[src/rtl/uartlite_rx_gen2.sv]
// UART-lite receiver: oversampled majority-vote framing (5-9 data bits, parity, 1-2 stop bits)
// feeding a first-word-fall-through FIFO with break, overrun, threshold and idle-timeout status.
module uartlite_rx_gen2 #(
    parameter int C_DATA_BITS      = 8,
    parameter int C_PARITY         = 0,
    parameter int C_STOP_BITS      = 1,
    parameter int C_OVERSAMPLE     = 16,
    parameter int C_FIFO_DEPTH     = 16,
    parameter int C_FIFO_THRESHOLD = 8,
    parameter int C_IDLE_CHARS     = 4
) (
    input  logic                            Clk,
    input  logic                            Reset_n,
    input  logic                            En_Baud,
    input  logic                            RX,
    input  logic                            Read_RX_FIFO,
    input  logic                            Reset_RX_FIFO,
    output logic [C_DATA_BITS-1:0]          RX_Data,
    output logic                            RX_Data_Present,
    output logic                            RX_Buffer_Full,
    output logic [$clog2(C_FIFO_DEPTH):0]   RX_Fill_Level,
    output logic                            RX_Threshold_Hit,
    output logic                            RX_Frame_Error,
    output logic                            RX_Parity_Error,
    output logic                            RX_Overrun_Error,
    output logic                            RX_Break,
    output logic                            RX_Idle_Timeout
);

    localparam int AW         = $clog2(C_FIFO_DEPTH);
    localparam int LW         = AW + 1;
    localparam int TW         = $clog2(C_OVERSAMPLE);
    localparam int FRAME_BITS = 1 + C_DATA_BITS + ((C_PARITY != 0) ? 1 : 0) + C_STOP_BITS;
    localparam int IDLE_LIMIT = C_IDLE_CHARS * C_OVERSAMPLE * FRAME_BITS;
    localparam int IW         = $clog2(IDLE_LIMIT + 1);

    localparam logic [TW-1:0] T_S0  = TW'(C_OVERSAMPLE / 2 - 1);
    localparam logic [TW-1:0] T_S1  = TW'(C_OVERSAMPLE / 2);
    localparam logic [TW-1:0] T_DEC = TW'(C_OVERSAMPLE / 2 + 1);
    localparam logic [TW-1:0] T_END = TW'(C_OVERSAMPLE - 1);

    typedef enum logic [2:0] {IDLE, START, DATA, PARITY, STOP, WAIT_HIGH} state_t;

    state_t                 state;
    logic                   rx_meta, rxs;
    logic [TW-1:0]          tcnt;
    logic                   v0, v1;
    logic                   maj;
    logic [C_DATA_BITS-1:0] shreg;
    logic [3:0]             bcnt;
    logic                   stop_cnt;
    logic                   par_bad;
    logic                   all_zero;
    logic                   par_exp;
    logic                   wr_req;

    logic [C_DATA_BITS-1:0] mem [C_FIFO_DEPTH];
    logic [AW-1:0]          wr_ptr, rd_ptr;
    logic [LW-1:0]          level;
    logic                   empty, full, pop, push, start_det;
    logic [IW-1:0]          idle_cnt;

    // Two-flop synchroniser; idles high so a reset never looks like a start bit.
    always_ff @(posedge Clk or negedge Reset_n) begin
        if (!Reset_n) begin
            rx_meta <= 1'b1;
            rxs     <= 1'b1;
        end else begin
            rx_meta <= RX;
            rxs     <= rx_meta;
        end
    end

    assign maj = (v0 & v1) | (v0 & rxs) | (v1 & rxs);

    always_comb begin
        case (C_PARITY)
            1:       par_exp = ^shreg;
            2:       par_exp = ~^shreg;
            3:       par_exp = 1'b1;
            default: par_exp = 1'b0;
        endcase
    end

    // Frame FSM; status pulses are registered so they appear the cycle after the last stop decision.
    always_ff @(posedge Clk or negedge Reset_n) begin
        if (!Reset_n) begin
            state           <= IDLE;
            tcnt            <= '0;
            v0              <= 1'b1;
            v1              <= 1'b1;
            shreg           <= '0;
            bcnt            <= '0;
            stop_cnt        <= 1'b0;
            par_bad         <= 1'b0;
            all_zero        <= 1'b0;
            wr_req          <= 1'b0;
            RX_Parity_Error <= 1'b0;
            RX_Frame_Error  <= 1'b0;
            RX_Break        <= 1'b0;
        end else begin
            wr_req          <= 1'b0;
            RX_Parity_Error <= 1'b0;
            RX_Frame_Error  <= 1'b0;
            RX_Break        <= 1'b0;
            if (En_Baud) begin
                if (state != IDLE)
                    tcnt <= tcnt + 1'b1;
                if (tcnt == T_S0)
                    v0 <= rxs;
                if (tcnt == T_S1)
                    v1 <= rxs;
                case (state)
                    IDLE: begin
                        if (!rxs) begin
                            state <= START;
                            tcnt  <= '0;
                        end
                    end
                    START: begin
                        if (tcnt == T_DEC && maj) begin
                            state <= IDLE;
                        end else if (tcnt == T_END) begin
                            state    <= DATA;
                            bcnt     <= '0;
                            all_zero <= 1'b1;
                            par_bad  <= 1'b0;
                        end
                    end
                    DATA: begin
                        if (tcnt == T_DEC) begin
                            shreg <= {maj, shreg[C_DATA_BITS-1:1]};
                            if (maj)
                                all_zero <= 1'b0;
                        end
                        if (tcnt == T_END) begin
                            if (bcnt == 4'(C_DATA_BITS - 1)) begin
                                bcnt     <= '0;
                                stop_cnt <= 1'b0;
                                state    <= (C_PARITY != 0) ? PARITY : STOP;
                            end else begin
                                bcnt <= bcnt + 1'b1;
                            end
                        end
                    end
                    PARITY: begin
                        if (tcnt == T_DEC) begin
                            par_bad <= (maj != par_exp);
                            if (maj)
                                all_zero <= 1'b0;
                        end
                        if (tcnt == T_END)
                            state <= STOP;
                    end
                    STOP: begin
                        if (tcnt == T_DEC) begin
                            if (!maj) begin
                                // A low stop bit ends the frame; break only if nothing was ever high.
                                state <= WAIT_HIGH;
                                if (all_zero && !stop_cnt)
                                    RX_Break <= 1'b1;
                                else
                                    RX_Frame_Error <= 1'b1;
                            end else if (stop_cnt == 1'(C_STOP_BITS - 1)) begin
                                state           <= IDLE;
                                wr_req          <= 1'b1;
                                RX_Parity_Error <= par_bad;
                            end else begin
                                stop_cnt <= 1'b1;
                            end
                        end
                    end
                    WAIT_HIGH: begin
                        if (rxs)
                            state <= IDLE;
                    end
                    default: state <= IDLE;
                endcase
            end
        end
    end

    assign empty     = (level == '0);
    assign full      = (level == LW'(C_FIFO_DEPTH));
    assign pop       = Read_RX_FIFO && !empty;
    assign push      = wr_req && !Reset_RX_FIFO && (!full || pop);
    assign start_det = En_Baud && (state == IDLE) && !rxs;

    always_ff @(posedge Clk) begin
        if (push)
            mem[wr_ptr] <= shreg;
    end

    // Pointers wrap naturally because the depth is a power of two.
    always_ff @(posedge Clk or negedge Reset_n) begin
        if (!Reset_n) begin
            wr_ptr           <= '0;
            rd_ptr           <= '0;
            level            <= '0;
            RX_Overrun_Error <= 1'b0;
        end else begin
            RX_Overrun_Error <= wr_req && !Reset_RX_FIFO && full && !pop;
            if (Reset_RX_FIFO) begin
                wr_ptr <= '0;
                rd_ptr <= '0;
                level  <= '0;
            end else begin
                if (push)
                    wr_ptr <= wr_ptr + 1'b1;
                if (pop)
                    rd_ptr <= rd_ptr + 1'b1;
                case ({push, pop})
                    2'b10:   level <= level + 1'b1;
                    2'b01:   level <= level - 1'b1;
                    default: level <= level;
                endcase
            end
        end
    end

    always_ff @(posedge Clk or negedge Reset_n) begin
        if (!Reset_n) begin
            idle_cnt <= '0;
        end else if (start_det || pop || Reset_RX_FIFO || empty) begin
            idle_cnt <= '0;
        end else if (En_Baud && state == IDLE && rxs && idle_cnt != IW'(IDLE_LIMIT)) begin
            idle_cnt <= idle_cnt + 1'b1;
        end
    end

    assign RX_Data          = empty ? '0 : mem[rd_ptr];
    assign RX_Data_Present  = !empty;
    assign RX_Buffer_Full   = full;
    assign RX_Fill_Level    = level;
    assign RX_Threshold_Hit = (level >= LW'(C_FIFO_THRESHOLD));
    assign RX_Idle_Timeout  = (idle_cnt == IW'(IDLE_LIMIT));

endmodule

[config.mk]
export PLATFORM = sky130hd
export DESIGN_NAME = uartlite_rx_gen2
export DESIGN_NICKNAME = d
export VERILOG_FILES = /design/src/rtl/uartlite_rx_gen2.sv
export SDC_FILE = /design/constraint.sdc
export NUM_CORES = 1
export LEC_CHECK = 0
export BUFFER_PORTS_ARGS = -buffer_cell sky130_fd_sc_hd__buf_2
export CAP_MARGIN = 20
export CELL_PAD_IN_SITES_DETAIL_PLACEMENT = 0
export CELL_PAD_IN_SITES_GLOBAL_PLACEMENT = 1
export CORE_MARGIN = 10
export CORE_UTILIZATION = 56
export DETAILED_ROUTE_END_ITERATION = 7
export PLACE_DENSITY = 0.92
export SYNTH_ARGS = -nofsm -noshare
export SYNTH_HDL_FRONTEND = slang
export SYNTH_SLANG_ARGS = --single-unit
export TNS_END_PERCENT = 1
[constraint.sdc]
create_clock -name Clk -period 6.1 [get_ports Clk]
set_input_delay 1.22 -clock Clk [delete_from_list [all_inputs] [get_ports Clk]]
set_output_delay 1.22 -clock Clk [all_outputs]
set_load 0.03 [all_outputs]
# Word level (Yosys, flattened, before mapping)
# Memory sizes are Yosys's and may differ from the RTL's.
# Cells that the tools add are included.
dict set report word_totals {
  reg_bits 54
  ramBits 128
  wordCells 169
  mem_count 1
}
dict set report op_classes {
  add_sub_neg 7
  magnitude_cmp 1
  eq_ne 29
  muxes 65
  bitwise_logic 5
  reduce_logical 41
}
# memory depth word_bits read_ports rd_clocked_by_memory_dff wr line_no
set memory_table {}
lappend memory_table {mem 16 8 1 0 1 57} ;# logic [C_DATA_BITS-1:0] mem [C_FIFO_DEPTH];
# operator count
set ops {}
lappend ops {{$mux 4} 11}
lappend ops {{$mux 1} 34}
lappend ops {{$mux 3} 10}
lappend ops {{$mux 10} 2}
lappend ops {{$ne 2x2->1 const B} 10}
lappend ops {{$pmux 3 s6} 1}
lappend ops {{$add 4x1->4 const B} 4}
lappend ops {{$reduce_bool 2->1} 7}
lappend ops {{$eq 4x4->1 const B} 3}
lappend ops {{$reduce_and 6->1} 2}
lappend ops {{$logic_and 1x1->1} 11}
lappend ops {{$add 10x1->10 const B} 1}
lappend ops {{$eq 10x10->1 const B} 1}
lappend ops {{$ne 10x10->1 const B} 1}
lappend ops {{$pmux 5 s2} 1}
lappend ops {{$reduce_and 5->1} 2}
lappend ops {{$reduce_and 9->1} 1}
lappend ops {{$eq 4x3->1 const B} 2}
lappend ops {{$mux 8} 1}
lappend ops {{$pmux 4 s2} 1}
lappend ops {{$eq 3x2->1 const B} 2}
lappend ops {{$eq 3x3->1 const B} 2}
lappend ops {{$logic_not 1->1} 6}
lappend ops {{$ne 3x3->1 const B} 2}
lappend ops {{other kinds (19)} 30}

# Longest topological paths before layout
# Gate-level depths: netlist of the first run.
dict set report logic_depth {
  depth_word 8
  mapped_depth 9
  ltp_nobuf 8
}

# Worst setup path after synthesis of the first run
# OpenSTA, ideal clock, no wires.
dict set report synth_path {
  path_kind {input -> register}
  from {in Read_RX_FIFO}
  to {mem mem[1][0] (enable)}
  setup_time_ns 0.395
  arrival_ns 2.806
  required_time_ns 5.705
  slack_ns 2.899
  cell_stages 5
  cell_sequence {clkbuf_1 > inv_1 > nand3_1 > nand2_1 > nor4_1}
}
dict set report synth_between {
  elab_chain_cells 5
}
# element line_no
set synth_lines {}
lappend synth_lines {{from (decl)} 16} ;# input logic Read_RX_FIFO,
lappend synth_lines {{$logic_and 1x1->1} 185} ;# assign pop = Read_RX_FIFO && !empty;
lappend synth_lines {{$logic_or 1x1->1} 186} ;# assign push = wr_req && !Reset_RX_FIFO && (!full || pop);
lappend synth_lines {{$logic_and 1x1->1} 186}
lappend synth_lines {{$mux 1} 190} ;# if (push)
lappend synth_lines {{$mux 1 (implied by the code)} 191} ;# mem[wr_ptr] <= shreg;
lappend synth_lines {{to (decl)} 57}
# No other way between the ends.

# Worst setup path in the final report of the first run
dict set report layout_path {
  from {reg rd_ptr[0]}
  to {out RX_Data[0]}
}
dict set report layout_between {
  elab_chain_cells 2
}
# element line_no
set layout_lines {}
lappend layout_lines {{from (decl)} 58} ;# logic [AW-1:0] wr_ptr, rd_ptr;
lappend layout_lines {{from (signal assigned)} 211} ;# rd_ptr <= rd_ptr + 1'b1;
lappend layout_lines {{$mem_v2 16x8} --}
lappend layout_lines {{$mux 8} 231} ;# assign RX_Data = empty ? '0 : mem[rd_ptr];
lappend layout_lines {{to (decl)} 18} ;# output logic [C_DATA_BITS-1:0] RX_Data,
# No other way between the ends.

==> results of run 1 <==
-- critical path: cells and delay by family, from the launching register on --
kind                   cells  cell delay (ns)
buffers and inverters      2             0.44
DFF                        1             0.72
muxes                      2             1.02
and+or+nand+nor            1             0.17
-- kinds of logic after synthesis --
family | after synthesis | share of synthesized area
compound gates | 43 | 0.0397
xor+xnor | 18 | 0.0201
mux | 55 | 0.136
buf+inv | 44 | 0.0247
fa+ha+maj | 14 | 0.0220
simple gates | 145 | 0.0989
flops | 181 | 0.659
-- metal layers --
| metal | share of wire | up-vias |
|---|---|---|
| met5 | 0 | - |
| met4 | 0.027 | 0 |
| met3 | 0.072 | 34 |
| met2 | 0.51 | 188 |
| met1 | 0.39 | 2264 |
| li1 | - | 1984 |
-- metrics by stage --
| step | cells | cell area, sq um | utilization | hold slack [ns] | power, mW |
|---|---|---|---|---|---|
| 5_1_grt | 723 | 8790 | 0.636 | 0.368 | 3.50 |
| 3_5_place_dp | 690 | 8180 | 0.592 | 0.351 | 2.30 |
| 2_1_floorplan | 500 | 7850 | - | 0.345 | 2.13 |
| 4_1_cts | 722 | 8770 | 0.634 | 0.361 | 3.36 |
| 3_3_place_gp | 690 | 8180 | 0.592 | 0.346 | 2.27 |
| 6_report | 723 | 8790 | 0.636 | 0.358 | 3.35 |
-- synthesized netlist by cell type, types with 2 or more instances --
cell / instances / area (sq um)
a31oi_1: 2 / 12.5
edfxtp_1: 128 / 3840
inv_1: 18 / 67.6
and3_1: 7 / 43.8
or3_1: 3 / 18.8
a21oi_1: 6 / 30.0
nand3_1: 17 / 85.1
clkbuf_1: 18 / 67.6
dfstp_2: 4 / 105
buf_4: 3 / 22.5
nor3_1: 8 / 40.0
and2_1: 16 / 100
a32oi_1: 2 / 17.5
nor3b_1: 5 / 37.5
xor2_1: 12 / 105
buf_6: 2 / 22.5
ha_1: 13 / 163
nand2b_1: 4 / 25.0
nand2_1: 24 / 90.1
buf_2: 2 / 10.0
xnor2_1: 6 / 52.6
nor4_1: 6 / 37.5
o31ai_1: 5 / 37.5
dfrtp_1: 49 / 1230
o211ai_1: 2 / 15.0
nand3b_1: 2 / 15.0
o21ai_0: 11 / 55.1
mux4_2: 40 / 901
nor2b_1: 3 / 18.8
nor2_1: 33 / 124
nand4b_1: 2 / 17.5
a22o_1: 4 / 35.0
or2_2: 2 / 12.5
nand4_1: 9 / 56.3
mux2i_1: 3 / 30.0
mux2_2: 12 / 135
-- cell usage in the layout (no fill, tap or decap), types with 4 or more instances in the layout --
master / n
dfrtp_1: 48
and3_1: 7
nand3_1: 17
clkinvlp_4: 6
clkbuf_16: 17
ha_1: 13
buf_4: 10
buf_2: 26
nand2_1: 24
nor4_2: 4
o31ai_1: 5
xor2_1: 12
nor3b_1: 5
mux4_2: 40
inv_1: 18
and2_1: 16
a22o_1: 4
xnor2_1: 6
mux2_2: 12
a21oi_1: 6
edfxtp_1: 128
nor3_1: 8
nand4_1: 9
nor2_1: 33
o21ai_0: 11
nand2b_1: 4
dfstp_2: 4
-- registers in the layout (all words and copies together) (netlist names), 3 cells and up --
name and count:
mem 128, idle_cnt 10, shreg 8, RX_Fill_Level 5, bcnt 4, rd_ptr 4
tcnt 4, wr_ptr 4, state 3
-- cell type report --
class / count / area [sq um] / area share
well taps: 180 / 225 / 0.0256
clock inverters: 15 / 158 / 0.0179
flip-flops and latches: 181 / 5180 / 0.589
clock buffers: 17 / 425 / 0.0484
repair buffers: 37 / 225 / 0.0256
multi-input cells: 275 / 2510 / 0.286
inverters: 18 / 67.6 / 0.00769
-- worst max path at each step --
stage	from	to	slack, ns	depth (start not counted)
finish	rd_ptr[0]	RX_Data[0]	2.09	5
global route	rd_ptr[0]	RX_Data[0]	1.93	5
CTS	rd_ptr[0]	RX_Data[2]	1.75	4
detailed placement	rd_ptr[0]	RX_Data[2]	2.24	4
global placement	rd_ptr[0]	RX_Data[2]	2.27	4
floorplan	Read_RX_FIFO	mem[1][0]	2.90	5
-- where the power goes --
part,internal [mW],switching [mW]
registers,1.36,0.125
logic,0.343,0.446
clock network,0.604,0.468
total,2.31,1.04
==> metrics.yaml, run 1 <==
clock_latency_ns: 0.43
power.density_nw_per_um2: 381
first_pass_iters: 5
cts_resized: 0
post-place-ws_ns: 2.24
post_cts_buffers: 0
skew_ns: 0.0108
grt.busiest_layer: "met2"
grt_use_met2: 0.278
grt_start_max_net_pins: 54
root_buffer: "clkbuf_16"
postSynthCellCount: 500
grt_pass1_vias: 4491
reg2reg_from: "RX_Fill_Level[2]"
ys_ff_latch: 181
hold_depth: 0
critPathArrivalTime_ns: 2.79
die_w_um: 138
syn_nets: 519
synth_ff_type: "edfxtp_1"
setup_ws_ns: 2.09
cp-start-kind: "register"
r2r_end: "mem[8][5]"
grt_pass1_wl_um: 26000
avgSynthCellArea_sq_um: 15.7
critPathSlowestCell: "dfrtp_2"
synth-async-reset-ratio: 0.293
htree_levels: 4
cts_buffer_depth: 2
syn_area_sq_um: 7850
cp-end-kind: "output pin"
grt_usage: 0.174
dieArea_sq_um: 19200
post_drt_wl_per_cell_um: 22.7
drc: 0
slew_headroom: 0.235
finalSetupViolCount: 0
min_period_over_period: 0.657
fin_crit_ns: 4.01
tns_ns: 0
cts_sinks: 181
met1_usage: 0.224
antennaDiodeCount: 0
cts_buffers: 17
vdd_drop_max_uv: 272
antenna_found_initial: 0
hpwlAfterDp_um: 10000
slowest_delay_ns: 0.72
rr_worst_depth: 5
vias: 4470
ioPinCount: 27
crit_required_ns: 4.88
hold_buffers: 0
fp-row-count: 43
grt_use_met3: 0.0349
rsz0062_at_grt: "false"
p_leak_nw: 3.20
r2r_slack_ns: 3.64
cts_tree: "built"
hold_path.class: "reg -> reg"
fillers: 944
worst_pin_slew_ns: 1.14
yosysSeqAreaShare: 0.659
layout.nets: 549
grt-ovfl-total: 0
crit_path_max_fanout: 20
portBuffers: 26
fp.coreArea_sq_um: 13800
status: "finished clean"
viasPerCell: 6.18
start_util: 0.568
whs_endpoint: "rxs"
drive_above_1_share: 0.252
crit_chain: "buf_12 -> mux4_2 -> mux4_2 -> and2_1 -> buf_2"
ant_nets: 0
synth_edf_count: 128
drt_iter0_drc: 471
drt-total-wl_um: 16400
cap_violations: 0
max_freq_mhz: 249
synth.distinct_cells: 53
path_common_cell: "mux4_2"
clk_pin_slew_ns: 0.07
hp-start: "rx_meta"
hold_violations: 0
slew_violations: 0
gp_congestion: 0.801
yosys_warnings: 0
areaGrowthSynthToFinish_pct: 11.9
die_h_um: 138
timing.setup.critical_path_class: "reg -> out"
(Power assumes the default switching activity.)
==> inputs of run 2 (changes only) <==
--- a/config.mk
+++ b/config.mk
@@ -5,14 +5,15 @@
 export SDC_FILE = /design/constraint.sdc
 export NUM_CORES = 1
 export LEC_CHECK = 0
+export ABC_AREA = 1
 export BUFFER_PORTS_ARGS = -buffer_cell sky130_fd_sc_hd__buf_2
 export CAP_MARGIN = 20
 export CELL_PAD_IN_SITES_DETAIL_PLACEMENT = 0
 export CELL_PAD_IN_SITES_GLOBAL_PLACEMENT = 1
 export CORE_MARGIN = 10
-export CORE_UTILIZATION = 56
+export CORE_UTILIZATION = 45
 export DETAILED_ROUTE_END_ITERATION = 7
-export PLACE_DENSITY = 0.92
+export PLACE_DENSITY = 0.84
 export SYNTH_ARGS = -nofsm -noshare
 export SYNTH_HDL_FRONTEND = slang
 export SYNTH_SLANG_ARGS = --single-unit
==> constraint.sdc (replaced) <==
create_clock -name Clk -period 3.2 [get_ports Clk]
set_input_delay 0.64 -clock Clk [delete_from_list [all_inputs] [get_ports Clk]]
set_output_delay 0.64 -clock Clk [all_outputs]
set_load 0.03 [all_outputs]
==> run 2 against run 1 <==
- total power rose by 110%
- clock skew fell by 0.0026 ns
- wire length rose by 12%
- synthesized area rose by 2.4%
- non-clock buffer count fell by 3
- final cell count rose by 36%
- register-to-register slack got worse by 2.7 ns
- die area rose by 23%
- via count rose by 24%
- critical endpoint is now RX_Data[2]
==> metrics.yaml, run 2 <==
postSynthCellCount: 719  # +44%
cap_violations: 0  # unchanged
ys_ff_latch: 181  # unchanged
reg_top3: "mem x128, idle_cnt x10, shreg x8"
die_h_um: 154  # +11%
grt_pass1_wl_um: 29300  # +13%
total_power_mw: 7.06  # +110%
cts_buffer_depth: 2  # unchanged
synthAdderAreaFrac: 0.0202  # -0.00176
cp-start-kind: "register"
hold_violations: 0  # unchanged
yosysSeqAreaShare: 0.643  # -0.0155
multi_input_area_sq_um: 2490  # -0.60%
portBuffers: 26  # unchanged
cts_resized: 0  # unchanged
synth_compound_area_frac: 0.126  # +0.0868
grt_start_max_net_pins: 67  # +24%
synth.distinct_cells: 49  # -7.5%
largest_reg_flops: 128  # unchanged
layout_common_cells: "128 x edfxtp_1, 102 x nor2_1, 88 x o21ai_0"
drt-total-wl_um: 18400  # +12%
max_flop_register: "mem"
ant_nets: 0  # unchanged
worst_pin_slew_ns: 0.853  # -0.291 ns
drc: 0  # unchanged
slew_violations: 0  # unchanged
fp.coreArea_sq_um: 17400  # +26%
cts_tree: "built"
layout.nets: 764  # +39%
drt_iter0_drc: 579  # +23%
synth_top_family_by_area: "simple AND/OR/NAND/NOR gates"
synth-async-reset-ratio: 0.293  # unchanged
finalSetupViolCount: 0  # unchanged
synth_edf_count: 128  # unchanged
slew_headroom: 0.429  # +0.195
ioPinCount: 27  # unchanged
synth_top_cell_by_area: "edfxtp_1"
grt_pass1_vias: 5481  # +22%
clock_latency_ns: 0.43  # about the same
avgSynthCellArea_sq_um: 11.2  # -29%
die_w_um: 154  # +11%
root_buffer: "clkbuf_16"
syn_area_sq_um: 8040  # +2.4%
first_pass_iters: 5  # unchanged
yosys-top-cells-area: "edfxtp_1 48%, dfrtp_1 15%, o21ai_0 5.5%"
timing.setup.critical_path_class: "reg -> out"
crit_path_max_fanout: 42  # +110%
synthSimpleGateAreaFrac: 0.157  # +0.0577
cp-end-kind: "output pin"
min_period_over_period: 0.942
skew_ns: 0.00819  # -0.00261 ns
synth.most_common_cell: "edfxtp_1"
max_freq_mhz: 332
clk_pin_slew_ns: 0.07  # about the same
antenna_found_initial: 1  # +1
hold_path.class: "in -> reg"
synth_xor_area_frac: 0.00544  # -0.0146
syn_nets: 738  # +42%
areaGrowthSynthToFinish_pct: 11.4
status: "finished clean"
hold_buffers: 0  # unchanged
drive_above_1_share: 0.149  # -0.103
final_common_cell: "edfxtp_1"
cts_sinks: 181  # unchanged
netlist_top_cells_count: "128 x edfxtp_1, 102 x nor2_1, 88 x o21ai_0"
vias: 5549  # +24%
post_cts_buffers: 0  # unchanged
fp-row-count: 48  # +12%
p_leak_nw: 3.36  # +4.9%
critPathArrivalTime_ns: 2.38  # -0.41 ns
htree_levels: 4  # unchanged
dieArea_sq_um: 23600  # +23%
power.density_nw_per_um2: 788  # +110%
vdd_drop_max_uv: 467  # +72%
viasPerCell: 5.64  # -8.8%
rsz0062_at_grt: "false"
post_drt_wl_per_cell_um: 18.7  # -18%
ff_latch_area_sq_um: 5180  # unchanged
fillers: 1544  # +64%
crit_required_ns: 2.56  # -2.32 ns
yosys_warnings: 0  # unchanged
cts_buffers: 17  # unchanged
netlist.area_leader.share: 0.478  # -0.0115
hpwlAfterDp_um: 12200  # +21%
grt-ovfl-total: 0  # unchanged
start_util: 0.462  # -0.106
synthMuxAreaShare: 0.00140  # -0.134
grt_usage: 0.155  # -0.0190
tns_ns: 0  # unchanged
synth_ff_type: "edfxtp_1"
fin_crit_ns: 3.02
gp_congestion: 0.873  # +9.0%
[run 2: cell count changes after synthesis, sizes merged, moves of 8 or more]
cell / change
nor3: +8
mux2: -11
a21oi: +16
nor2: +77
nand2: +54
o221ai: +27
xor2: -8
inv: +40
o21ai: +89
mux4: -40
nand3: +28
and2: -16
[run 2: worst max-delay path: stages (launching register included)]
cell and delay [ns]:
dfrtp_1 0.40, inv_2 0.31, buf_12 0.26, o21ai_0 0.14
o221ai_1 0.22, nand3_1 0.14, a21oi_1 0.23, buf_2 0.24
[run 2: cells by family (layout without fill, tap and decap cells)]
logic type               after synthesis  in the layout
flip-flops                           181            181
AO/OA/AOI/OAI                        166            166
buffers and inverters                 87            126
adder cells (fa/ha/maj)               13             13
other                                  0              1
XOR/XNOR                               5              5
AND/OR/NAND/NOR                      266            266
multiplexers                           1              1
[run 2: final cells by class]
| class | instances | share of cell area |
|---|---|---|
| Sequential cell | 181 | 0.578 |
| Clock buffer | 17 | 0.0475 |
| Timing Repair Buffer | 34 | 0.0230 |
| Inverter | 60 | 0.0269 |
| Clock inverter | 15 | 0.0148 |
| Tap cell | 225 | 0.0314 |
| Multi-Input combinational cell | 451 | 0.278 |
| Antenna cell | 1 | 0.000279 |
[run 2: per-layer routing]
| layer | part of all wire | vias to the layer above | track usage |
|---|---|---|---|
| met4 | 0.013 | 0 | 0.0468 |
| li1 | - | 2627 | - |
| met1 | 0.44 | 2722 | 0.206 |
| met2 | 0.48 | 184 | 0.245 |
| met3 | 0.069 | 16 | 0.0396 |
| met5 | 0 | - | 0 |
[run 2: power by group]
part	switching (mW)	internal, mW	leakage, nW	total [mW]
Clock	0.885	1.08	0.268	1.96
Sequential	0.394	2.86	1.84	3.25
Combinational	1.30	0.555	1.26	1.85
[run 2: worst paths after layout]
path | to | slack (ns) | startpoint | depth (start not counted)
worst max-delay path | RX_Data[2] | 0.18 | rd_ptr[0] | 7
worst min-delay path | rx_meta | 0.31 | RX | 1
worst max register to register | mem[3][3] | 0.97 | RX_Fill_Level[2] | 6
worst min register to register | rxs | 0.36 | rx_meta | 0
max in group asynchronous | rd_ptr[1] | 2.37 | Reset_n | 2
min in group asynchronous | RX_Fill_Level[0] | 0.33 | Reset_n | 2
[run 2: stage by stage]
stage / utilization / instances / worst slack [ns] / instance area [sq um] / hold slack (ns)
after floorplan: - / 719 / 0.842 / 8040 / 0.344
after global placement: 0.482 / 951 / 0.582 / 8400 / 0.346
after detailed placement: 0.482 / 951 / 0.587 / 8400 / 0.349
after CTS: 0.514 / 983 / 0.151 / 8950 / 0.296
after global routing: 0.514 / 983 / 0.0358 / 8960 / 0.293
final: 0.515 / 984 / 0.184 / 8960 / 0.310
==> inputs of run 3 (changes only) <==
--- a/config.mk
+++ b/config.mk
@@ -6,13 +6,14 @@
 export NUM_CORES = 1
 export LEC_CHECK = 0
 export ABC_AREA = 1
-export BUFFER_PORTS_ARGS = -buffer_cell sky130_fd_sc_hd__buf_2
+export BUFFER_PORTS_ARGS = -buffer_cell sky130_fd_sc_hd__buf_4
 export CAP_MARGIN = 20
 export CELL_PAD_IN_SITES_DETAIL_PLACEMENT = 0
 export CELL_PAD_IN_SITES_GLOBAL_PLACEMENT = 1
 export CORE_MARGIN = 10
 export CORE_UTILIZATION = 45
 export DETAILED_ROUTE_END_ITERATION = 7
+export GPL_ROUTABILITY_DRIVEN = 0
 export PLACE_DENSITY = 0.84
 export SYNTH_ARGS = -nofsm -noshare
 export SYNTH_HDL_FRONTEND = slang
==> run 3 against run 2 <==
- design area up 0.82%
- total power up 0.68%
- largest cell class unchanged
- core utilization up 0.42 points
- clock power about the same
- largest power group unchanged
==> metrics.yaml, run 3 (synthesized netlist as in run 2, its figures left out) <==
cts_sinks: 181  # unchanged
first_pass_iters: 5  # unchanged
slew_violations: 0  # unchanged
sw_frac_of_total: 0.355  # -0.00990
skew_ns: 0.00747  # -0.000722 ns
fp-row-count: 48  # unchanged
cts_buffers: 17  # unchanged
ff_latch_area_sq_um: 5180  # unchanged
layoutNonFillerInstCount: 984  # unchanged
drive_above_1_share: 0.150  # +0.00112
root_buffer: "clkbuf_16"
post_drt_wl_per_cell_um: 18.4  # -1.7%
viasPerCell: 5.63  # -0.14%
grt_pass1_vias: 5385  # -1.8%
critPathArrivalTime_ns: 2.34  # -0.04 ns
vias: 5541  # -0.14%
crit_buf_inv: 3  # unchanged
grt_pass1_wl_um: 29000  # -0.94%
reg2reg_from: "RX_Fill_Level[2]"
clk_pin_slew_ns: 0.07  # about the same
place_area_sq_um: 8460  # +0.72%
grt_start_max_net_pins: 67  # unchanged
cap_violations: 0  # unchanged
ant_nets: 0  # unchanged
power.density_nw_per_um2: 787  # -0.15%
areaGrowthSynthToFinish_pct: 12.3
hold_buffers: 0  # unchanged
drt_iter0_drc: 498  # -14%
die_w_um: 154  # unchanged
cts_resized: 0  # unchanged
crit_path_max_fanout: 34  # -19%
critPathLaunch: "rd_ptr[0]"
power_frac_comb: 0.267  # +0.005
total_power_mw: 7.11  # +0.68%
clock_latency_ns: 0.42  # about the same
worst_pin_slew_ns: 0.881  # +0.0285 ns
antennaDiodeCount: 0  # -1
cp-end-kind: "output pin"
dieArea_sq_um: 23600  # unchanged
min_period_over_period: 0.932  # -0.0105
topRoutingLayerUsed: "met4"
tns_ns: 0  # unchanged
drt-total-wl_um: 18100  # -1.7%
crit_chain: "inv_2 -> buf_6 -> o21ai_0 -> o221ai_1 -> nand3_1 -> a21oi_1 -> buf_4"
power.internal_mw: 4.59  # +2.2%
grt_usage: 0.153  # -0.00260
slew_headroom: 0.410  # -0.0190
route.met3.wl_um: 1360  # +7.9%
grt-ovfl-total: 0  # unchanged
multi_input_area_sq_um: 2490  # unchanged
layout_common_cells: "128 x edfxtp_1, 102 x nor2_1, 88 x o21ai_0"
start_util: 0.462  # unchanged
wl_met2_um: 8740  # -0.33%
dpl.cell_count: 952  # +0.11%
crit_required_ns: 2.56  # about the same
hold_violations: 0  # unchanged
hold_path.class: "in -> async"
clockPowerShare: 0.279  # about the same
cp.depth: 7  # unchanged
switchingPower_mw: 2.52  # -2.1%
post_cts_buffers: 0  # unchanged
vdd_drop_max_uv: 420  # -10%
cp-start-kind: "register"
critPathTopFamily: "buffers and inverters"
cts_buffer_depth: 2  # unchanged
hpwlAfterDp_um: 12000  # -1.4%
status: "finished clean"
seqPwrFrac: 0.454  # -0.006
final_area_sq_um: 9030  # +0.82%
finalSetupViolCount: 0  # unchanged
rsz0062_at_grt: "false"
die_h_um: 154  # unchanged
fillers: 1510  # -2.2%
cts_tree: "built"
slowest_delay_ns: 0.41  # about the same
final_common_cell: "edfxtp_1"
max_freq_mhz: 335  # +1.1%
wl_met1_um: 7840  # -3.4%
ioPinCount: 27  # unchanged
portBuffers: 26  # unchanged
fin_crit_ns: 2.98  # -0.0334 ns
drc: 0  # unchanged
timing.setup.critical_path_class: "reg -> out"
largest_reg_flops: 128  # unchanged
setup_ws_ns: 0.218  # +0.0334 ns
layout.nets: 765  # +0.13%
max_flop_register: "mem"
rr_worst_depth: 6  # unchanged
p_leak_nw: 3.39  # +0.80%
fp.coreArea_sq_um: 17400  # unchanged
htree_levels: 4  # unchanged
antenna_found_initial: 0  # -1
post-place-ws_ns: 0.526  # -0.0616 ns
reg_top3: "mem x128, idle_cnt x10, shreg x8"
critPathSlowestCell: "dfrtp_1"
## run 3: cell count changes in the layout (fill, tap and decap cells not counted), moves of 2 or more
cell and change:
inv_6 -2, clkinv_4 +2, buf_4 +27, buf_2 -26, clkinv_1 -2, clkbuf_1 +2
clkbuf_16 +2
## run 3: layout make-up
cell class,count,area share
clock buffers,23,0.0558
clock inverters,9,0.00734
inverters,60,0.0267
multi-input cells,451,0.276
flip-flops and latches,181,0.573
well taps,225,0.0312
repair buffers,35,0.0299
## run 3: routing by layer
metal	vias to the layer above	GRT usage
li1	2618	-
met3	11	0.0413
met4	0	0.0373
met5	-	0
met2	191	0.245
met1	2721	0.201
## run 3: stage by stage
stage / util / hold WS, ns
finish: 0.519 / 0.259
global route: 0.519 / 0.298
CTS: 0.518 / 0.280
detailed placement: 0.485 / 0.347
global placement: 0.485 / 0.347
floorplan: - / 0.344
## run 3: worst paths after layout
kind	end	slack (ns)
setup reg to reg	mem[15][1]	0.89
setup / recovery	RX_Data[0]	0.22
hold / removal	RX_Overrun_Error	0.26
min in group Clk	rx_meta	0.32
max in group asynchronous	rd_ptr[1]	2.45
hold reg to reg	rxs	0.36
## run 3: power by group through the flow
stage | clock network, mW | logic (mW) | registers, mW
final | 1.98 | 1.90 | 3.23
after global placement | 0 | 1.85 | 3.26
after CTS | 2.02 | 1.89 | 3.22
after floorplan | 0 | 1.35 | 3.15
after detailed placement | 0 | 1.88 | 3.27
after global routing | 2.13 | 2.10 | 3.26
## run 3: worst register-to-register path, delay by kind of cell (launching register included)
family | cells | cell delay [ns]
AOI/OAI and AO/OA | 1 | 0.24
DFF | 1 | 0.47
and+or+nand+nor | 5 | 1.22
